`src/rtl/spi_master_ctrl_if.sv`:
```
// rtl/spi_master_ctrl_if.sv - host request/response bundle for spi_master_ctrl
interface spi_master_ctrl_if;
  logic       req_valid;
  logic       req_ready;
  logic [1:0] req_cmd;
  logic [7:0] req_payload;
  logic       rsp_valid;
  logic [7:0] rsp_data;
  logic       busy;

  // Host side: issues requests, consumes responses.
  modport master (
    output req_valid, req_cmd, req_payload,
    input  req_ready, rsp_valid, rsp_data, busy
  );

  // Controller side.
  modport slave (
    input  req_valid, req_cmd, req_payload,
    output req_ready, rsp_valid, rsp_data, busy
  );
endinterface

```
`src/rtl/spi_master_ctrl.sv`:
```
// rtl/spi_master_ctrl.sv - SPI master turning one host request into one SPI frame
module spi_master_ctrl #(
  parameter int READ_LAT = 2,
  parameter int IDLE_GAP = 1
) (
  input  logic               clk,
  input  logic               rst_n,
  spi_master_ctrl_if.slave   host,
  output logic               MOSI,
  output logic               SS_n,
  input  logic               MISO
);

  typedef enum logic [2:0] {IDLE, START, SHIFT, TURN, RECV, GAP} state_t;

  // Last count value of the turnaround and inter-frame gap phases.
  localparam logic [3:0] TURN_LAST = 4'(READ_LAT - 1);
  localparam logic [3:0] GAP_LAST  = 4'(IDLE_GAP - 1);

  state_t     state_q, state_d;
  logic [9:0] frame_q, frame_d;
  logic       rd_q, rd_d;
  logic [3:0] cnt_q, cnt_d;
  logic [7:0] shift_q, shift_d;
  logic       mosi_q, mosi_d;
  logic       ss_n_q, ss_n_d;
  logic       rsp_valid_q, rsp_valid_d;
  logic [7:0] rsp_data_q, rsp_data_d;

  assign host.req_ready = (state_q == IDLE);
  assign host.busy      = (state_q != IDLE);
  assign host.rsp_valid = rsp_valid_q;
  assign host.rsp_data  = rsp_data_q;
  assign MOSI           = mosi_q;
  assign SS_n           = ss_n_q;

  // Next-state and next-output computation for the frame sequencer.
  always_comb begin
    state_d     = state_q;
    frame_d     = frame_q;
    rd_d        = rd_q;
    cnt_d       = cnt_q;
    shift_d     = shift_q;
    mosi_d      = mosi_q;
    ss_n_d      = ss_n_q;
    rsp_valid_d = 1'b0;
    rsp_data_d  = rsp_data_q;

    case (state_q)
      IDLE: begin
        mosi_d = 1'b0;
        ss_n_d = 1'b1;
        if (host.req_valid) begin
          frame_d = {host.req_cmd, host.req_payload};
          rd_d    = (host.req_cmd == 2'b11);
          ss_n_d  = 1'b0;
          state_d = START;
        end
      end
      START: begin
        // Frame register shifts left so bit 9 is always the next bit out.
        mosi_d  = frame_q[9];
        frame_d = {frame_q[8:0], 1'b0};
        cnt_d   = 4'd0;
        state_d = SHIFT;
      end
      SHIFT: begin
        if (cnt_q == 4'd9) begin
          mosi_d = 1'b0;
          cnt_d  = 4'd0;
          if (rd_q) begin
            state_d = TURN;
          end else begin
            ss_n_d  = 1'b1;
            state_d = GAP;
          end
        end else begin
          mosi_d  = frame_q[9];
          frame_d = {frame_q[8:0], 1'b0};
          cnt_d   = cnt_q + 4'd1;
        end
      end
      TURN: begin
        // The edge closing the last turnaround cycle is the first MISO sample.
        if (cnt_q == TURN_LAST) begin
          shift_d = {shift_q[6:0], MISO};
          cnt_d   = 4'd1;
          state_d = RECV;
        end else begin
          cnt_d = cnt_q + 4'd1;
        end
      end
      RECV: begin
        shift_d = {shift_q[6:0], MISO};
        if (cnt_q == 4'd7) begin
          rsp_data_d  = {shift_q[6:0], MISO};
          rsp_valid_d = 1'b1;
          ss_n_d      = 1'b1;
          cnt_d       = 4'd0;
          state_d     = GAP;
        end else begin
          cnt_d = cnt_q + 4'd1;
        end
      end
      GAP: begin
        if (cnt_q == GAP_LAST) begin
          cnt_d   = 4'd0;
          state_d = IDLE;
        end else begin
          cnt_d = cnt_q + 4'd1;
        end
      end
      default: begin
        mosi_d  = 1'b0;
        ss_n_d  = 1'b1;
        cnt_d   = 4'd0;
        state_d = IDLE;
      end
    endcase
  end

  // State and registered outputs; reset drops SS_n high at once, abandoning any frame.
  always_ff @(posedge clk or negedge rst_n) begin
    if (!rst_n) begin
      state_q     <= IDLE;
      frame_q     <= 10'd0;
      rd_q        <= 1'b0;
      cnt_q       <= 4'd0;
      shift_q     <= 8'd0;
      mosi_q      <= 1'b0;
      ss_n_q      <= 1'b1;
      rsp_valid_q <= 1'b0;
      rsp_data_q  <= 8'h00;
    end else begin
      state_q     <= state_d;
      frame_q     <= frame_d;
      rd_q        <= rd_d;
      cnt_q       <= cnt_d;
      shift_q     <= shift_d;
      mosi_q      <= mosi_d;
      ss_n_q      <= ss_n_d;
      rsp_valid_q <= rsp_valid_d;
      rsp_data_q  <= rsp_data_d;
    end
  end

endmodule
```
`src/flat_wrapper.sv`:
```
// flat-port wrapper written by rule: the top's interface ports become plain ports
module spi_master_ctrl_flat 
#(
  parameter int READ_LAT = 2,
  parameter int IDLE_GAP = 1
)
  (clk, rst_n, MOSI, SS_n, MISO, host_req_valid, host_req_cmd, host_req_payload, host_req_ready, host_rsp_valid, host_rsp_data, host_busy);
  spi_master_ctrl_if host_i ();
  input  logic clk;
  input  logic rst_n;
  output logic MOSI;
  output logic SS_n;
  input  logic MISO;
  input wire logic [$bits(host_i.req_valid)-1:0] host_req_valid;
  input wire logic [$bits(host_i.req_cmd)-1:0] host_req_cmd;
  input wire logic [$bits(host_i.req_payload)-1:0] host_req_payload;
  output wire logic [$bits(host_i.req_ready)-1:0] host_req_ready;
  output wire logic [$bits(host_i.rsp_valid)-1:0] host_rsp_valid;
  output wire logic [$bits(host_i.rsp_data)-1:0] host_rsp_data;
  output wire logic [$bits(host_i.busy)-1:0] host_busy;
  assign host_i.req_valid = host_req_valid;
  assign host_i.req_cmd = host_req_cmd;
  assign host_i.req_payload = host_req_payload;
  assign host_req_ready = host_i.req_ready;
  assign host_rsp_valid = host_i.rsp_valid;
  assign host_rsp_data = host_i.rsp_data;
  assign host_busy = host_i.busy;
  spi_master_ctrl #(.READ_LAT(READ_LAT), .IDLE_GAP(IDLE_GAP)) u_core (.clk(clk), .rst_n(rst_n), .host(host_i), .MOSI(MOSI), .SS_n(SS_n), .MISO(MISO));
endmodule
```
`config.mk`:
```
export PLATFORM = sky130hd
export DESIGN_NAME = spi_master_ctrl_flat
export DESIGN_NICKNAME = d
export VERILOG_FILES = /design/src/rtl/spi_master_ctrl_if.sv /design/src/rtl/spi_master_ctrl.sv /design/src/flat_wrapper.sv
export SDC_FILE = /design/constraint.sdc
export NUM_CORES = 1
export LEC_CHECK = 0
export ABC_AREA = 1
export CORE_MARGIN = 3
export CORE_UTILIZATION = 53
export DETAILED_ROUTE_END_ITERATION = 8
export HOLD_SLACK_MARGIN = 0.06
export PLACE_DENSITY = 0.78
export SLEW_MARGIN = 20
export SYNTH_ARGS = -nofsm -noshare
export SYNTH_HDL_FRONTEND = slang
export SYNTH_SLANG_ARGS = --single-unit
```
`constraint.sdc`:
```
create_clock -name clk -period 1.6 [get_ports clk]
set_clock_uncertainty 0.1 [all_clocks]
set_input_delay 0.48 -clock clk [delete_from_list [all_inputs] [get_ports clk]]
set_output_delay 0.48 -clock clk [all_outputs]
set_load 0.02 [all_outputs]
```
==> impl_summary.txt, run 1 <==
----------------------------------------------------
[Outcome]
  Result of the run ... complete, but fails checks
  Failing checks ... setup timing

[Global route]
  Grt total ovfl ... 0
  Wire length of the first global-routing pass ... 6650 um
  GRT Resource Usage Total ... 20.4%
  Initial antenna violation count ... 0
  Via count of the first global-routing pass ... 1549
  Largest net degree at the start of global routing ... 37

[Worst setup path]
  CP startpoint ... u_core.state_q[1]
  Required time of the critical path ... 1.02 ns
  Data arrival time at the worst-slack endpoint ... 1.18 ns
  Biggest cell delay along the critical path ... 0.42 ns
  Critical path, cell by cell ... nor2_4 > nand2_2 > inv_2 > buf_6
  Crit end category ... output pin
  Critical register-to-register path startpoint ... u_core.cnt_q[1]
  Worst-path fanout max ... 3
  Reg-to-reg critical path endpoint ... u_core.host.rsp_data[2]
  Last element of the critical path ... host_req_ready
  Worst path slowest cell ... sky130_fd_sc_hd__dfrtp_1
  Worst Reg2Reg Path Length in Cells ... 9
  Category of the most critical setup path ... flop to output pin
  Startpoint kind of the worst setup timing path ... flop
  Setup slack, reg-to-reg ... -0.05 ns

[Final layout]
  Layout cells sized above 1 ... 37.6%
  Fin util ... 84.3%
  Most used cells in the layout excluding fill and tap cells ... 98 x sky130_fd_sc_hd__nand2_1, 33 x sky130_fd_sc_hd__dfrtp_1, 31 x sky130_fd_sc_hd__buf_4
  Final Net Count ... 331
  Post-route non-filler standard cell count ... 358
  Layout overhead on the synthesized area ... 45.2%
  Post-layout instance area ... 2680 um^2
  Most common cell after layout, fill and taps aside ... sky130_fd_sc_hd__nand2_1
  Diodes inserted ... 0

[Logic synthesis]
  Fraction of post-synthesis cell area in the top cell type by area ... 47.5%
  Distinct cells, synth ... 23
  Area of the mapped netlist ... 1840 um^2
  Fraction of the yosys area taken by sequential cells ... 48.9%
  Synthesis Warnings ... 0
  Leading area contributor after synthesis ... sky130_fd_sc_hd__dfrtp_1
  Synthesis-stage register bit count ... 36
  Mean post-synth cell area ... 7.59 um^2
  Top post-synthesis cells by area ... sky130_fd_sc_hd__dfrtp_1 47%, sky130_fd_sc_hd__nand2_1 23%, sky130_fd_sc_hd__inv_1 4.5%, sky130_fd_sc_hd__nand3_1 3.3%, sky130_fd_sc_hd__ha_1 2.7%
  Synthesized instance count ... 243
  Number of nets produced by synthesis ... 261

[Drt]
  Post-detailed-route via-to-cell ratio ... 5.41
  Count of antenna-violating nets left after detailed routing ... 0
  Average wire length per cell after detail routing ... 15.1 um
  Residual DRC ... 0
  Starting DRC count in detailed routing ... 112
  1st-pass router iterations ... 4
  Number of vias after detailed routing ... 1936
  Final WL ... 5390 um

[Clocking]
  Clock buffer depth ... 2
  Number of H-tree levels ... 2
  CTS Root Buffer Type ... sky130_fd_sc_hd__clkbuf_4
  Clock insertion delay at the later pin of the skew report ... 0.35 ns
  Clock transition at the registers of the reported paths ... 0.12 ns
  Num CTS Buffers ... 5
  CTS tree ... built
  Total clock sinks ... 36

[Die]
  Floorplan die area ... 4220 um^2
  Die boundary height ... 65.0 um
  Die outline width ... 65.0 um
  Top-level I/O count ... 27
  Core area ... 3180 um^2
  Starting density of the core ... 58.0%
  Std cell rows ... 20

[Place]
  Area after detailed placement ... 2250 um^2
  RD Place Congestion ... 0.800
  Total placed cells including tap cells ... 324
  Total half-perimeter wirelength after legalization and detailed placement ... 2710 um
  Placement Setup Slack ... -0.252 ns
  IO Port Bufs ... 26

[STA]
  Post-route setup TNS ... -1.04 ns
  Final Hold Slack ... 0.384 ns
  Highest clock rate ... 0.569 GHz
  Transition time of the tightest slew-check pin ... 0.288 ns
  Unrepaired setup endpoints after global routing ... true
  Final Hold Fails ... 0
  Post-layout min period ... 1.76 ns
  Pins Over Slew Limit ... 0
  Tcrit/Tclk final ... 110%
  Worst relative slew slack ... 80.6%
  Final setup vio count ... 24
  Final setup margin ... -0.158 ns

[Pwr]
  Peak supply drop ... 1440 uV
  Leakage component of the power ... 1.39 nW
  Total Power ... 4.76 mW
  Power density normalized to cell area ... 1780 nW/um^2

[Worst hold path]
  Hold crit path type ... flop to flop
  Hold Path Stages ... 2

[Flow run]
  Max-Cap Viols ... 0

----------------------------------------------------
-- how the worst min path moves through the flow --
stage	from	end	slack [ns]
6_report	u_core.host.rsp_data[0]	u_core.host.rsp_data[0]	0.38
5_1_grt	u_core.host.rsp_data[0]	u_core.host.rsp_data[0]	0.40
4_1_cts	u_core.host.rsp_data[0]	u_core.host.rsp_data[0]	0.39
3_5_place_dp	u_core.SS_n	u_core.SS_n	0.36
3_3_place_gp	u_core.SS_n	u_core.SS_n	0.36
2_1_floorplan	rst_n	u_core.MOSI	0.08
-- synth_stat cells, drive strengths merged --
master,instances
inv,28
o31ai,1
xnor2,1
nor2,14
dfrtp,35
o21ai,20
dfstp,1
nand4,1
nand3,13
buf,4
nand2,119
a21oi,2
ha,4
-- power by group --
part | internal [mW] | switching (mW) | total, mW
combinational | 1.19 | 1.68 | 2.87
clock | 0.169 | 0.332 | 0.500
sequential | 1.20 | 0.186 | 1.38
-- layer usage --
metal / wire (um) / GRT usage, %
met1: 2090 / 23.9
met2: 2830 / 36.1
met3: 303 / 4.51
met4: 170 / 7.39
met5: 0 / 0
-- sequential cells by signal, summed over array words and instances (netlist names) --
register	count
u_core.frame_q	10
u_core.host.rsp_data	8
u_core.shift_q	7
u_core.cnt_q	4
u_core.state_q	3
u_core.MOSI	1
u_core.SS_n	1
u_core.host.rsp_valid	1
u_core.rd_q	1
-- critical path: cells and delay by family (launching register included) --
| kind | cells | cell delay (ns) |
|---|---|---|
| buffers and inverters | 2 | 0.18 |
| DFF | 1 | 0.42 |
| and+or+nand+nor | 2 | 0.23 |
-- layout make-up --
cell class / instances / area (um^2)
repair inverters: 1 / 11.3
fillers: 189 / 500
flip-flops and latches: 36 / 905
multi-input cells: 176 / 980
inverters: 28 / 123
clock inverters: 3 / 18.8
clock buffers: 5 / 37.5
well taps: 44 / 55.1
repair buffers: 65 / 548
-- cells by family (layout without fill, tap and decap cells) --
family | count (synthesis) | count (layout) | synth area share (%)
adders and majority gates | 4 | 4 | 2.71
AOI/OAI and AO/OA | 23 | 23 | 6.38
and+or+nand+nor | 147 | 148 | 33.8
xor gates and xnor gates | 1 | 1 | 0.475
DFF | 36 | 36 | 48.9
buffers and inverters | 32 | 102 | 7.73
-- timing repair --
action,4_1_cts,5_1_grt
hold buffers,0,0
gates cloned,0,2
setup buffers,4,21
pin swaps,3,20
setup endpoints to repair,14,45
hold endpoints to repair,0,0
resized for setup,49,73
No activity file was read; power rests on OpenSTA's default activity.
==> run 2: changes to the inputs <==
CORE_MARGIN = 2   (was 3)
==> run 2 against run 1 <==
Compared with the run above: the run still ends with setup timing left; hold slack lost 0.0054 ns; register-to-register slack better by 0.08 ns; first-iteration DRC count increased by 3.6%; sequential power about the same; routed wire length decreased by 26%; critical path depth unchanged; clock-buffer cell count is the same; design area shrank 9.3%; utilization shrank 11 points; worst setup slack better by 0.031 ns; fmax grew 1.8%; largest power group unchanged.
==> impl_summary.txt, run 2 (synthesis gave the netlist of run 1 again) <==
----------------------------------------------------
[Outcome]
  Result of the run ... complete, but fails checks (unchanged)
  Failing checks ... setup timing (unchanged)

[Final layout]
  Diodes inserted ... 0 (unchanged)
  Most common cell after layout, fill and taps aside ... sky130_fd_sc_hd__nand2_1 (unchanged)
  Final Net Count ... 314 (was 331)
  Largest register FFs ... 10 (unchanged)
  Register with the highest flop count ... u_core.frame_q (unchanged)
  Most used cells in the layout excluding fill and tap cells ... 105 x sky130_fd_sc_hd__nand2_1, 33 x sky130_fd_sc_hd__dfrtp_1, 19 x sky130_fd_sc_hd__buf_4 (was 98 x sky130_fd_sc_hd__nand2_1, 33 x sky130_fd_sc_hd__dfrtp_1, 31 x sky130_fd_sc_hd__buf_4)
  Count of filler cells inserted in the layout ... 258 (was 189)
  Layout cells sized above 1 ... 29.0% (was 37.6%)
  Layout overhead on the synthesized area ... 31.7% (was 45.2%)
  Post-layout instance area ... 2430 um^2 (was 2680 um^2)

[Place]
  Area after detailed placement ... 2230 um^2 (was 2250 um^2)
  Total half-perimeter wirelength after legalization and detailed placement ... 2560 um (was 2710 um)
  RD Place Congestion ... 0.908 (was 0.800)
  Placement Setup Slack ... -0.230 ns (was -0.252 ns)
  IO Port Bufs ... 26 (unchanged)

[Worst setup path]
  Required time of the critical path ... 1.02 ns (about the same)
  Worst path slowest cell ... sky130_fd_sc_hd__dfrtp_1 (unchanged)
  Data arrival time at the worst-slack endpoint ... 1.15 ns (was 1.18 ns)
  Setup slack, reg-to-reg ... 0.03 ns (was -0.05 ns)
  Category of the most critical setup path ... flop to output pin (unchanged)
  CP top delay family ... flip-flops (unchanged)
  Worst-path fanout max ... 3 (unchanged)
  Worst Reg2Reg Path Length in Cells ... 9 (unchanged)
  Startpoint kind of the worst setup timing path ... flop (unchanged)
  Critical path, cell by cell ... nor2_4 > nand2_2 > inv_2 > buf_6 (unchanged)
  CP bufs+invs ... 2 (unchanged)
  Reg-to-reg critical path endpoint ... u_core.state_q[0] (was u_core.host.rsp_data[2])
  Critical register-to-register path startpoint ... u_core.cnt_q[1] (unchanged)
  Biggest cell delay along the critical path ... 0.42 ns (about the same)
  Crit end category ... output pin (unchanged)

[Drt]
  Count of antenna-violating nets left after detailed routing ... 0 (unchanged)
  Starting DRC count in detailed routing ... 116 (was 112)
  Post-detailed-route via-to-cell ratio ... 4.94 (was 5.41)
  1st-pass router iterations ... 4 (unchanged)
  Number of vias after detailed routing ... 1695 (was 1936)
  Average wire length per cell after detail routing ... 11.7 um (was 15.1 um)
  Final WL ... 4010 um (was 5390 um)
  Residual DRC ... 0 (unchanged)

[Die]
  Die boundary height ... 63.0 um (was 65.0 um)
  Top-level I/O count ... 27 (unchanged)
  Std cell rows ... 21 (was 20)
  Die outline width ... 63.0 um (was 65.0 um)
  Starting density of the core ... 55.3% (was 58.0%)
  Floorplan die area ... 3970 um^2 (was 4220 um^2)
  Core area ... 3340 um^2 (was 3180 um^2)

[Clocking]
  CTS tree ... built (unchanged)
  Clock insertion delay at the later pin of the skew report ... 0.36 ns (was 0.35 ns)
  Num CTS Buffers ... 5 (unchanged)
  Clock buffer depth ... 2 (unchanged)
  Number of H-tree levels ... 2 (unchanged)
  CTS Root Buffer Type ... sky130_fd_sc_hd__clkbuf_4 (unchanged)
  Total clock sinks ... 36 (unchanged)
  Number of hold-repair buffers added at the cts stage ... 0 (unchanged)
  Clock transition at the registers of the reported paths ... 0.11 ns (was 0.12 ns)

[Pwr]
  Cell-internal power ... 2.35 mW (was 2.56 mW)
  Share of total power in sequential cells ... 32.1% (was 29.1%)
  Clock power share ... 11.7% (was 10.5%)
  Part of the total power dissipated in combinational logic ... 56.2% (was 60.4%)
  Leakage component of the power ... 1.29 nW (was 1.39 nW)
  Sw Pwr ... 1.90 mW (was 2.20 mW)
  Switching power share of the total ... 44.7% (was 46.2%)
  Power density normalized to cell area ... 1750 nW/um^2 (was 1780 nW/um^2)
  Peak supply drop ... 1130 uV (was 1440 uV)

[STA]
  Pins Over Slew Limit ... 0 (unchanged)
  Final Hold Fails ... 0 (unchanged)
  Highest clock rate ... 0.579 GHz (was 0.569 GHz)
  Unrepaired setup endpoints after global routing ... true (unchanged)
  Final Hold Slack ... 0.378 ns (was 0.384 ns)
  Worst relative slew slack ... 82.3% (was 80.6%)
  Tcrit/Tclk final ... 108% (was 110%)
  Post-layout min period ... 1.73 ns (was 1.76 ns)
  Final setup vio count ... 3 (was 24)
  Final setup margin ... -0.127 ns (was -0.158 ns)
  Transition time of the tightest slew-check pin ... 0.266 ns (was 0.288 ns)

[Flow run]
  Max-Cap Viols ... 0 (unchanged)

[Worst hold path]
  Hold crit path type ... input port to async pin (was flop to flop)

[Global route]
  Largest net degree at the start of global routing ... 37 (unchanged)
  Initial antenna violation count ... 0 (unchanged)
  Via count of the first global-routing pass ... 1458 (was 1549)
  Wire length of the first global-routing pass ... 6180 um (was 6650 um)
  GRT Resource Usage Total ... 20.0% (was 20.4%)
  Grt total ovfl ... 0 (unchanged)

----------------------------------------------------
run 2: cell count changes in the layout (fill, tap and decap cells not counted), sizes merged:
cell,previous run,this run
clkinv,4,3
clkbuf,7,6
nand2,120,119
buf,50,36
run 2: metal layers:
metal	up-vias	global-route usage, %	share of wire (%)
met4	0	8.06	2.8
met1	780	24.9	46
li1	856	-	-
met5	-	0	0
met3	13	5.59	4.1
met2	46	32.7	47
run 2: final cells by class:
type	count	area, um^2	share of cell area (%)
Sequential cell	36	905	37.2
Clock buffer	5	37.5	1.55
Clock inverter	3	18.8	0.773
Timing Repair Buffer	50	415	17.1
Tap cell	46	57.6	2.37
Multi-Input combinational cell	175	885	36.4
Inverter	28	110	4.53
run 2: worst max-delay path by stage:
stage | start | endpoint | slack (ns) | cells past startpoint
2_1_floorplan | u_core.state_q[0] | host_req_ready | 0.05 | 4
3_3_place_gp | u_core.state_q[1] | host_req_ready | -0.22 | 4
3_5_place_dp | u_core.state_q[1] | host_req_ready | -0.23 | 4
4_1_cts | u_core.state_q[0] | host_req_ready | -0.13 | 4
5_1_grt | u_core.state_q[1] | host_req_ready | -0.17 | 4
6_report | u_core.state_q[1] | host_req_ready | -0.13 | 4
run 2: power groups by stage:
stage,clock network (mW),registers [mW],logic (mW)
6_report,0.497,1.37,2.39
5_1_grt,0.553,1.39,2.66
4_1_cts,0.502,1.34,2.04
3_5_place_dp,0,1.36,2.02
3_3_place_gp,0,1.35,1.98
2_1_floorplan,0,1.36,1.40
run 2: repair_timing:
item                       CTS  global route
pin swaps                    2             9
setup endpoints to repair   14            36
buffers inserted             1            11
resized for setup           48            40
cloned                       0             0
run 2: per-stage QoR:
step                      setup TNS (ns)  power (mW)  util (%)  cells
after global routing              -0.861        4.60      72.8    343
after detailed placement          -0.695        3.38      66.8    323
after floorplan                        0        2.77         -    243
final                             -0.250        4.25      72.8    343
after global placement            -0.482        3.33      66.8    323
after CTS                         -0.240        3.89      69.2    332
==> run 3: changes to the inputs <==
==> constraint.sdc (replaced) <==
create_clock -name clk -period 1.6 [get_ports clk]
set_clock_uncertainty 0.1 [all_clocks]
set_input_delay 0.32 -clock clk [delete_from_list [all_inputs] [get_ports clk]]
set_output_delay 0.32 -clock clk [all_outputs]
set_load 0.02 [all_outputs]
==> run 3 against run 2 <==
Compared with the run above: the flow still finishes with violations (setup timing); fmax grew 6.8%; via count shrank 3.1%; register-to-register slack lost 0.02 ns; critical path type unchanged; highest routed layer unchanged.
==> impl_summary.txt, run 3 (synthesis gave the netlist of run 1 again) <==
----------------------------------------------------
[Final layout]
  Diodes inserted ... 0 (unchanged)
  Largest register FFs ... 10 (unchanged)
  Most used cells in the layout excluding fill and tap cells ... 103 x sky130_fd_sc_hd__nand2_1, 34 x sky130_fd_sc_hd__dfrtp_1, 17 x sky130_fd_sc_hd__inv_1 (was 105 x sky130_fd_sc_hd__nand2_1, 33 x sky130_fd_sc_hd__dfrtp_1, 19 x sky130_fd_sc_hd__buf_4)
  Layout overhead on the synthesized area ... 33.6% (was 31.7%)
  Final Net Count ... 310 (was 314)
  Layout cells sized above 1 ... 25.3% (was 29.0%)
  Count of filler cells inserted in the layout ... 276 (was 258)
  Post-layout instance area ... 2460 um^2 (was 2430 um^2)
  Fin util ... 73.8% (was 72.8%)
  Most common cell after layout, fill and taps aside ... sky130_fd_sc_hd__nand2_1 (unchanged)
  Register with the highest flop count ... u_core.frame_q (unchanged)
  Post-route non-filler standard cell count ... 339 (was 343)

[Drt]
  Met2 layer wire length in the routed design ... 1910 um (was 1890 um)
  Count of antenna-violating nets left after detailed routing ... 0 (unchanged)
  Starting DRC count in detailed routing ... 85 (was 116)
  Top routing layer in use ... met4 (unchanged)
  Average wire length per cell after detail routing ... 11.1 um (was 11.7 um)
  Number of vias after detailed routing ... 1643 (was 1695)
  Post-detailed-route via-to-cell ratio ... 4.85 (was 4.94)
  Detailed-routed wire length on met3 ... 159 um (was 166 um)
  Final WL ... 3780 um (was 4010 um)
  1st-pass router iterations ... 4 (unchanged)
  DRT met1 WL ... 1670 um (was 1840 um)
  Residual DRC ... 0 (unchanged)

[Worst setup path]
  Crit end category ... output pin (unchanged)
  Startpoint kind of the worst setup timing path ... flop (unchanged)
  Worst Reg2Reg Path Length in Cells ... 10 (was 9)
  Critical register-to-register path startpoint ... u_core.state_q[1] (was u_core.cnt_q[1])
  Reg-to-reg critical path endpoint ... u_core.frame_q[9] (was u_core.state_q[0])
  Worst-path fanout max ... 3 (unchanged)
  Data arrival time at the worst-slack endpoint ... 1.20 ns (was 1.15 ns)
  Setup slack, reg-to-reg ... 0.01 ns (was 0.03 ns)
  Category of the most critical setup path ... flop to output pin (unchanged)
  Required time of the critical path ... 1.18 ns (was 1.02 ns)

[Global route]
  Largest net degree at the start of global routing ... 37 (unchanged)
  GRT Resource Usage Total ... 20.7% (was 20.0%)
  Wire length of the first global-routing pass ... 6460 um (was 6180 um)
  Grt total ovfl ... 0 (unchanged)
  Via count of the first global-routing pass ... 1518 (was 1458)
  Initial antenna violation count ... 0 (unchanged)

[STA]
  Worst relative slew slack ... 82.7% (was 82.3%)
  Final setup vio count ... 1 (was 3)
  Post-layout min period ... 1.62 ns (was 1.73 ns)
  Highest clock rate ... 0.618 GHz (was 0.579 GHz)
  Unrepaired setup endpoints after global routing ... true (unchanged)
  Pins Over Slew Limit ... 0 (unchanged)
  Tcrit/Tclk final ... 101% (was 108%)
  Post-route setup TNS ... -0.0168 ns (was -0.250 ns)
  Final setup margin ... -0.0168 ns (was -0.127 ns)
  Transition time of the tightest slew-check pin ... 0.258 ns (was 0.266 ns)
  Final Hold Fails ... 0 (unchanged)
  Final Hold Slack ... 0.243 ns (was 0.378 ns)

[Clocking]
  CTS tree ... built (unchanged)
  Total clock sinks ... 36 (unchanged)
  Number of H-tree levels ... 2 (unchanged)
  CTS Root Buffer Type ... sky130_fd_sc_hd__clkbuf_4 (unchanged)
  Num CTS Buffers ... 5 (unchanged)
  Clock transition at the registers of the reported paths ... 0.11 ns (about the same)
  Clock insertion delay at the later pin of the skew report ... 0.34 ns (was 0.36 ns)
  Number of hold-repair buffers added at the cts stage ... 0 (unchanged)
  Clock buffer depth ... 2 (unchanged)

[Place]
  Total placed cells including tap cells ... 326 (was 323)
  IO Port Bufs ... 26 (unchanged)
  Total half-perimeter wirelength after legalization and detailed placement ... 2560 um (about the same)
  Area after detailed placement ... 2250 um^2 (was 2230 um^2)
  RD Place Congestion ... 0.882 (was 0.908)
  Placement Setup Slack ... -0.0790 ns (was -0.230 ns)

[Die]
  Core area ... 3340 um^2 (unchanged)
  Floorplan die area ... 3970 um^2 (unchanged)
  Top-level I/O count ... 27 (unchanged)
  Die boundary height ... 63.0 um (unchanged)
  Std cell rows ... 21 (unchanged)
  Die outline width ... 63.0 um (unchanged)
  Starting density of the core ... 55.3% (unchanged)

[Pwr]
  Total Power ... 4.32 mW (was 4.25 mW)
  Leakage component of the power ... 1.30 nW (was 1.29 nW)
  Peak supply drop ... 1420 uV (was 1130 uV)
  Power density normalized to cell area ... 1750 nW/um^2 (about the same)

[Worst hold path]
  Hold crit path type ... input port to async pin (unchanged)

[Outcome]
  Failing checks ... setup timing (unchanged)
  Result of the run ... complete, but fails checks (unchanged)

[Flow run]
  Max-Cap Viols ... 0 (unchanged)

----------------------------------------------------
==> run 3: worst max-delay path by stage <==
stage	start	slack [ns]	depth (start not counted)	end
after global routing	u_core.state_q[1]	-0.08	10	u_core.frame_q[7]
after floorplan	u_core.state_q[0]	0.13	8	u_core.frame_q[0]
after global placement	u_core.state_q[1]	-0.07	4	host_busy
final	u_core.state_q[0]	-0.02	4	host_busy
after CTS	u_core.state_q[1]	-0.06	4	host_busy
after detailed placement	u_core.state_q[1]	-0.08	4	host_busy
==> run 3: worst max-delay path: stages, from the launching register on <==
cell and delay [ns]:
sky130_fd_sc_hd__dfrtp_1 0.43, sky130_fd_sc_hd__nor2_4 0.13, sky130_fd_sc_hd__nand2_2 0.07, sky130_fd_sc_hd__buf_6 0.12, sky130_fd_sc_hd__buf_6 0.12
==> run 3: layout make-up <==
type | instances | area [um^2] | area share (%)
Clock inverter | 3 | 18.8 | 0.762
Sequential cell | 36 | 903 | 36.7
Clock buffer | 5 | 37.5 | 1.52
Inverter | 28 | 115 | 4.67
Timing Repair Buffer | 46 | 432 | 17.5
Multi-Input combinational cell | 175 | 900 | 36.5
Tap cell | 46 | 57.6 | 2.34
==> run 3: repair_timing <==
item | 4_1_cts | 5_1_grt
pin swaps | 2 | 14
setup buffers | 1 | 5
endpoints found under the setup margin | 14 | 27
resized for setup | 31 | 34
==> run 3: metal layers <==
metal,GRT usage [%],vias to the layer above
met3,5.59,6
met1,26.8,750
met2,32.4,39
met4,9.17,0
li1,-,848
met5,0,-
==> run 3: power by group <==
part           switching (mW)  internal (mW)
clock                   0.306          0.169
sequential              0.159           1.20
combinational            1.44           1.05
